==> src/rtl/grey_to_color_if.sv <==
// grey_to_color_if: pixel stream in, RGB stream out, plus frame status
interface grey_to_color_if;
  logic        mode;
  logic [7:0]  in_grey;
  logic        in_valid;
  logic        in_ready;
  logic [7:0]  out_red;
  logic [7:0]  out_green;
  logic [7:0]  out_blue;
  logic        out_valid;
  logic        out_ready;
  logic        out_sof;
  logic        out_eol;
  logic        out_eof;
  logic [15:0] frame_count;
  modport master (
    output mode, in_grey, in_valid, out_ready,
    input  in_ready, out_red, out_green, out_blue, out_valid, out_sof, out_eol, out_eof, frame_count
  );
  modport slave (
    input  mode, in_grey, in_valid, out_ready,
    output in_ready, out_red, out_green, out_blue, out_valid, out_sof, out_eol, out_eof, frame_count
  );
endinterface

==> src/rtl/grey_to_color.sv <==
// grey_to_color: 2-stage pipeline mapping grey pixels to replicated grey or a 4-segment pseudocolor ramp
module grey_to_color #(
  parameter int WIDTH  = 128,
  parameter int HEIGHT = 128
) (
  input logic clk,
  input logic rst,
  grey_to_color_if.slave px
);
  localparam int XW = WIDTH > 1 ? $clog2(WIDTH) : 1;
  localparam int YW = HEIGHT > 1 ? $clog2(HEIGHT) : 1;
  typedef struct packed {
    logic [7:0] grey;
    logic [1:0] seg;
    logic [5:0] off;
    logic       mode;
    logic       sof;
    logic       eol;
    logic       eof;
  } s1_t;
  typedef struct packed {
    logic [7:0] r;
    logic [7:0] g;
    logic [7:0] b;
    logic       sof;
    logic       eol;
    logic       eof;
  } s2_t;
  s1_t s1_q, s1_d;
  s2_t s2_q, s2_d;
  logic s1_valid_q, s2_valid_q;
  logic [XW-1:0] x_q, x_d;
  logic [YW-1:0] y_q, y_d;
  logic mode_q, mode_now;
  logic [15:0] fc_q;
  logic s1_load, s2_load, in_ready, accept, x_last, y_last, sof;
  logic [7:0] o4;
  always_comb begin
    s2_load  = !s2_valid_q || px.out_ready;
    s1_load  = !s1_valid_q || s2_load;
    in_ready = !rst && s1_load;
    accept   = px.in_valid && in_ready;
    x_last   = x_q == XW'(WIDTH - 1);
    y_last   = y_q == YW'(HEIGHT - 1);
    sof      = x_q == '0 && y_q == '0;
    // mode is only taken from the port on a frame's first pixel
    mode_now = sof ? px.mode : mode_q;
    x_d      = x_last ? '0 : x_q + 1'b1;
    y_d      = x_last ? (y_last ? '0 : y_q + 1'b1) : y_q;
    s1_d.grey = px.in_grey;
    s1_d.seg  = px.in_grey[7:6];
    s1_d.off  = px.in_grey[5:0];
    s1_d.mode = mode_now;
    s1_d.sof  = sof;
    s1_d.eol  = x_last;
    s1_d.eof  = x_last && y_last;
    o4 = {s1_q.off, 2'b00};
    s2_d.r = !s1_q.mode ? s1_q.grey : s1_q.seg[1] ? (s1_q.seg[0] ? 8'hFF : o4) : 8'h00;
    s2_d.g = !s1_q.mode ? s1_q.grey : s1_q.seg == 2'd0 ? o4 : s1_q.seg == 2'd3 ? ~o4 : 8'hFF;
    s2_d.b = !s1_q.mode ? s1_q.grey : s1_q.seg[1] ? 8'h00 : (s1_q.seg[0] ? ~o4 : 8'hFF);
    s2_d.sof = s1_q.sof;
    s2_d.eol = s1_q.eol;
    s2_d.eof = s1_q.eof;
  end
  always_ff @(posedge clk) begin
    if (rst) begin
      s1_valid_q <= 1'b0;
      s2_valid_q <= 1'b0;
      s1_q       <= '0;
      s2_q       <= '0;
      x_q        <= '0;
      y_q        <= '0;
      mode_q     <= 1'b0;
      fc_q       <= '0;
    end else begin
      if (s1_load) s1_valid_q <= accept;
      if (s1_load && accept) s1_q <= s1_d;
      if (s2_load) s2_valid_q <= s1_valid_q;
      if (s2_load && s1_valid_q) s2_q <= s2_d;
      if (accept) begin
        x_q <= x_d;
        y_q <= y_d;
      end
      if (accept && sof) mode_q <= px.mode;
      if (s2_valid_q && px.out_ready && s2_q.eof) fc_q <= fc_q + 16'd1;
    end
  end
  assign px.in_ready    = in_ready;
  assign px.out_valid   = s2_valid_q;
  assign px.out_red     = s2_q.r;
  assign px.out_green   = s2_q.g;
  assign px.out_blue    = s2_q.b;
  assign px.out_sof     = s2_q.sof;
  assign px.out_eol     = s2_q.eol;
  assign px.out_eof     = s2_q.eof;
  assign px.frame_count = fc_q;
endmodule

==> src/flat_wrapper.sv <==
// flat-port wrapper written by rule: the top's interface ports become plain ports
module grey_to_color_flat 
#(
  parameter int WIDTH  = 128,
  parameter int HEIGHT = 128
)
  (clk, rst, px_mode, px_in_grey, px_in_valid, px_out_ready, px_in_ready, px_out_red, px_out_green, px_out_blue, px_out_valid, px_out_sof, px_out_eol, px_out_eof, px_frame_count);
  grey_to_color_if px_i ();
  input logic clk;
  input logic rst;
  input wire logic [$bits(px_i.mode)-1:0] px_mode;
  input wire logic [$bits(px_i.in_grey)-1:0] px_in_grey;
  input wire logic [$bits(px_i.in_valid)-1:0] px_in_valid;
  input wire logic [$bits(px_i.out_ready)-1:0] px_out_ready;
  output wire logic [$bits(px_i.in_ready)-1:0] px_in_ready;
  output wire logic [$bits(px_i.out_red)-1:0] px_out_red;
  output wire logic [$bits(px_i.out_green)-1:0] px_out_green;
  output wire logic [$bits(px_i.out_blue)-1:0] px_out_blue;
  output wire logic [$bits(px_i.out_valid)-1:0] px_out_valid;
  output wire logic [$bits(px_i.out_sof)-1:0] px_out_sof;
  output wire logic [$bits(px_i.out_eol)-1:0] px_out_eol;
  output wire logic [$bits(px_i.out_eof)-1:0] px_out_eof;
  output wire logic [$bits(px_i.frame_count)-1:0] px_frame_count;
  assign px_i.mode = px_mode;
  assign px_i.in_grey = px_in_grey;
  assign px_i.in_valid = px_in_valid;
  assign px_i.out_ready = px_out_ready;
  assign px_in_ready = px_i.in_ready;
  assign px_out_red = px_i.out_red;
  assign px_out_green = px_i.out_green;
  assign px_out_blue = px_i.out_blue;
  assign px_out_valid = px_i.out_valid;
  assign px_out_sof = px_i.out_sof;
  assign px_out_eol = px_i.out_eol;
  assign px_out_eof = px_i.out_eof;
  assign px_frame_count = px_i.frame_count;
  grey_to_color #(.WIDTH(WIDTH), .HEIGHT(HEIGHT)) u_core (.clk(clk), .rst(rst), .px(px_i));
endmodule
==> config.mk <==
export PLATFORM = sky130hd
export DESIGN_NAME = grey_to_color_flat
export DESIGN_NICKNAME = d
export VERILOG_FILES = /design/src/rtl/grey_to_color_if.sv /design/src/rtl/grey_to_color.sv /design/src/flat_wrapper.sv
export SDC_FILE = /design/constraint.sdc
export NUM_CORES = 1
export LEC_CHECK = 0
export ABC_CLOCK_PERIOD_IN_PS = 2300
export BUFFER_PORTS_ARGS = -buffer_cell sky130_fd_sc_hd__buf_4
export CAP_MARGIN = 20
export CORE_AREA = 5 5 94 131
export CTS_BUF_LIST = sky130_fd_sc_hd__clkbuf_8 sky130_fd_sc_hd__clkbuf_16
export CTS_CLUSTER_DIAMETER = 50
export DETAILED_ROUTE_END_ITERATION = 6
export DIE_AREA = 0 0 99 136
export MAX_ROUTING_LAYER = met4
export SYNTH_ARGS = -nofsm -noshare
export SYNTH_HDL_FRONTEND = slang
export SYNTH_SLANG_ARGS = --single-unit
==> constraint.sdc <==
create_clock -name clk -period 2.3 [get_ports clk]
set_input_delay 0.46 -clock clk [delete_from_list [all_inputs] [get_ports clk]]
set_output_delay 0.46 -clock clk [all_outputs]
set_load 0.03 [all_outputs]
# == Word-level counts from Yosys, hierarchy flattened ==
# Cells that the tools add are included.
# totals
ff_bits,80
in_bits,13
output_inout_bits,45
elab_cells,56
# classes
n_addsub,3
eq_ne,3
mux,12
n_bitwise,1
n_reduce_logical,18
# op_table
cell,count
2-to-1 mux 8 bit,9
adder 16 x 1 -> 16 bit (second input constant),1
adder 7 x 1 -> 7 bit (second input constant),2
equality test 7 bit (second input constant),2
logical NOT 7 bit,2
2-to-1 mux 7 bit,2
logical AND 1 bit,9
inverter 8 bit,1
logical NOT 1 bit,3
equality test 2 bit (second input constant),1
logical NOT 2 bit,1
logical OR 1 bit,2
AND reduction 2 bit,1
2-to-1 mux 1 bit,1

# == Longest topological paths before layout ==
# logic_depth
ltp_word,6
depth_mapped,6
depth_no_buf,6

# == Worst setup path before layout ==
# OpenSTA, ideal clock, no wires.
# synth_path
path_kind,register to register
startpoint,"register u_core.fc_q[3], in the netlist u_core.px.frame_count[3]"
endpoint,"register u_core.fc_q[14], in the netlist u_core.px.frame_count[14]"
setup_time_ps,70
arrival_ps,1912
required_time_ps,2230
setup_slack_ps,318
path_stages_with_launch,6
path_buffers,1
period_less_slack_ps,1982
path_cell_list,dfxtp_1 nand4_2 or3_1 buf_2 or4_1 a21oi_1
# synth_between
elab_chain_cells,1
# synth_lines
item,line_no,rtl
start: declaration,grey_to_color.sv:35,logic [15:0] fc_q;
start signal: assignment,grey_to_color.sv:85,if (s2_valid_q && px.out_ready && s2_q.eof) fc_q <= fc_q + 16'd1;
adder 16 x 1 -> 16 bit,grey_to_color.sv:85,
# Every way passes these cells.
# A chain may end at the register's enable or synchronous reset.

# == Worst setup path after layout ==
# Ends and elaborated chain as after synthesis.

==> results.sh <==
export IMPL_async_flop_share_pct=0
export IMPL_hp_start="px_in_grey[2]"
export IMPL_tightest_slew_ns=0.8149
export IMPL_avgSynthCellArea_sq_um=7.940
export IMPL_cp_max_fo=10
export IMPL_drtIter0Drc=156
export IMPL_hp_class="in -> reg"
export IMPL_antenna_cells=0
export IMPL_cts_buffers=9
export IMPL_whs_ns=0.3211
export IMPL_powerDensity_nw_per_um2=748.3
export IMPL_cpPeakStageDelay_ns=0.54
export IMPL_r2r_end="u_core.px.frame_count[14]$_SDFFE_PP0P_"
export IMPL_rsz0062_at_grt="no"
export IMPL_whs_endpoint="u_core.o4[4]$_SDFFE_PP0P_"
export IMPL_cts_clk_slew_worst_paths_ns=0.06
export IMPL_post_cts_setup_buffers=0
export IMPL_fin_crit_sh_pct=84.08
export IMPL_routed_via_density=5.007
export IMPL_synth_net_count=420
export IMPL_worst_slack_ns=0.3661
export IMPL_crit_type="reg -> reg"
export IMPL_syn2layout_area_growth_pct=27.01
export IMPL_endpoint_kind="register"
export IMPL_synth_distinct_cells=43
export IMPL_pin_count=58
export IMPL_timing_final_hold_violations=0
export IMPL_synthFlopType="dfxtp_1"
export IMPL_rrSetupSlack_ns=0.37
export IMPL_port_buffers=57
export IMPL_dieHeight_um=136
export IMPL_finalSetupTns_ns=0
export IMPL_period_needed_ns=1.934
export IMPL_die_area_sq_um=13460
export IMPL_drc_errors=0
export IMPL_reg2reg_depth=4
export IMPL_synth_edf_count=0
export IMPL_die_w_um=99
export IMPL_leakagePower_nw=1.563
export IMPL_grt_antenna_before_repair=0
export IMPL_routedWlPerCell_um=13.94
export IMPL_clock_skew_ns=0.006349
export IMPL_grt_max_degree=38
export IMPL_start_util_pct=28.73
export IMPL_setup_viol=0
export IMPL_cpMaxStageDelayCell="or3_1"
export IMPL_cp_data_arrival_time_ns=2.20
export IMPL_yosys_warnings=0
export IMPL_yosysSeqAreaShare_pct=45.16
export IMPL_clock_fmax_mhz=517.1
export IMPL_rows=46
export IMPL_grt_pass1_vias=2923
export IMPL_cts_repair_resized=0
export IMPL_critPathBufInv=0
export IMPL_vias=2994
export IMPL_yosys_top_cells_area="dfxtp_1 (45%), a21oi_1 (6.1%), nand2_1 (6.0%)"
export IMPL_cap_violations=0
export IMPL_path_cells="nand4_2 -> or3_1 -> or4_1 -> a21oi_1"
export IMPL_yosysTopAreaCellShare_pct=45.16
export IMPL_layout_commonest_cell="dfxtp_1"
export IMPL_insertion_delay_ns=0.34
export IMPL_drive_above_1_share_pct=19.16
export IMPL_max_vdd_ir_drop_mv=0.3947
export IMPL_firstDrtPassIters=4
export IMPL_cts_sinks=72
export IMPL_core_area_sq_um=11110
export IMPL_status="completed"
export IMPL_slew_violations=0
export IMPL_drt_total_wl_um=8336
export IMPL_gp_congestion=0.8138
export IMPL_htreeDepth=3
export IMPL_crit_required_ns=2.56
export IMPL_synth_seq_cells=72
export IMPL_cts_tree="built"
export IMPL_overflow=0
export IMPL_place_ws_ns=0.3075
export IMPL_syn_cell_area_sq_um=3192
export IMPL_clockRootBuffer="clkbuf_16"
export IMPL_synth_largest_area_cell="dfxtp_1"
export IMPL_layout_common_cells="dfxtp_1 (72), buf_4 (62), nand2_1 (51)"
export IMPL_num_nets_final=467
export IMPL_grt_usage_pct=13.00
export IMPL_relSlewSlack_pct=45.60
export IMPL_grt_pass1_wl_um=13810
export IMPL_hold_depth=3
export IMPL_postCtsHoldBufs=0
export IMPL_cp_top_family="simple AND/OR/NAND/NOR gates"
export IMPL_dp_hpwl_um=5899
export IMPL_clock_path_buffers=2
export IMPL_rr_startpoint="u_core.px.frame_count[3]$_SDFFE_PP0P_"
export IMPL_crit_path_start_kind="register"
export IMPL_ant_nets=0
export IMPL_syn_inst=402
-- worst min-delay path, delay by kind of cell --
kind | cells | cell delay [ns]
and+or+nand+nor | 1 | 0.03
buffers and inverters | 1 | 0.08
AOI/OAI and AO/OA | 1 | 0.05
-- routing by layer --
layer  track usage (%)  vias to the layer above  part of all wire, %
met3             3.953                       11                  4.2
met4             6.074                        0                  2.1
li1                  -                     1504                    -
met2             21.26                       59                   50
met1             14.45                     1420                   44
met5                 -                        -                    0
-- state kept, by name (all words and copies together), names as in the netlist --
name	count
u_core.px.out_green	8
u_core.px.out_eof	1
u_core.px.out_sof	1
u_core.px.out_blue	8
u_core.px.out_valid	1
u_core.o4	5
u_core.px.frame_count	16
u_core.s1_q	7
u_core.y_q	7
u_core.s1_valid_q	1
u_core.px.out_eol	1
u_core.x_q	7
u_core.px.out_red	8
u_core.mode_q	1
-- layout make-up --
type	count	area, sq um
fillers	1156	7054
multi-input cells	295	1617
flip-flops and latches	72	1441
repair buffers	63	485.5
clock buffers	11	252.7
well taps	144	180.2
clock inverters	5	47.55
inverters	8	30.03
-- worst max-delay path by stage --
| stage | from | endpoint | slack [ns] | depth (start not counted) |
|---|---|---|---|---|
| after CTS | u_core.px.frame_count[3]$_SDFFE_PP0P_ | u_core.px.frame_count[14]$_SDFFE_PP0P_ | 0.37 | 4 |
| after detailed placement | rst | u_core.y_q[6]$_SDFFE_PP0P_ | 0.31 | 5 |
| after floorplan | u_core.px.frame_count[3]$_SDFFE_PP0P_ | u_core.px.frame_count[14]$_SDFFE_PP0P_ | 0.32 | 5 |
| after global placement | rst | u_core.y_q[6]$_SDFFE_PP0P_ | 0.33 | 5 |
| after global routing | u_core.x_q[0]$_SDFFE_PP0P_ | u_core.y_q[6]$_SDFFE_PP0P_ | 0.18 | 5 |
| final | u_core.px.frame_count[3]$_SDFFE_PP0P_ | u_core.px.frame_count[14]$_SDFFE_PP0P_ | 0.37 | 4 |
-- per-stage QoR --
stage | instance area, sq um | std cells | total power, W | utilization (%)
2_1_floorplan | 3192 | 402 | 0.001555 | -
3_3_place_gp | 3754 | 582 | 0.001665 | 33.79
3_5_place_dp | 3754 | 582 | 0.001670 | 33.79
4_1_cts | 4054 | 598 | 0.003069 | 36.49
5_1_grt | 4054 | 598 | 0.003159 | 36.49
6_report | 4054 | 598 | 0.003034 | 36.49
-- synth_stat cells, types with 2 or more instances --
library cell	number
mux2i_1	2
clkbuf_1	23
buf_1	2
o21ai_0	35
a21oi_1	39
dfxtp_1	72
nor2b_1	5
xor2_1	9
o221ai_1	2
or3_2	2
nor4b_1	3
nand4_1	3
xnor2_1	5
and3_1	3
or3_1	8
buf_2	2
nand3_1	22
or4_2	2
o31ai_1	6
nor2_1	44
a31oi_1	8
nand2b_1	2
nor3_1	12
nand2_1	51
or4_1	4
ha_1	5
a32o_1	2
and4_1	2
and2_1	2
or2_2	2
inv_1	8
nor4_1	3
o211ai_1	2
-- cells by family after synthesis --
kind of cell | Yosys count | synth area share [%]
multiplexers | 2 | 0.6272
AND/OR/NAND/NOR | 176 | 27.01
buffers and inverters | 35 | 4.194
AO/OA/AOI/OAI | 98 | 17.21
adder cells (fa/ha/maj) | 5 | 1.960
flip-flops | 72 | 45.16
XOR/XNOR | 14 | 3.842
-- where the power goes --
| group | total, W | switching, W | internal [W] |
|---|---|---|---|
| clock | 0.00139 | 0.000506 | 0.000886 |
| combinational | 0.000296 | 0.000182 | 0.000114 |
| sequential | 0.00135 | 0.0000511 | 0.00129 |
| total | 0.00303 | 0.000739 | 0.00229 |
Power figures use the tool's default switching activity.
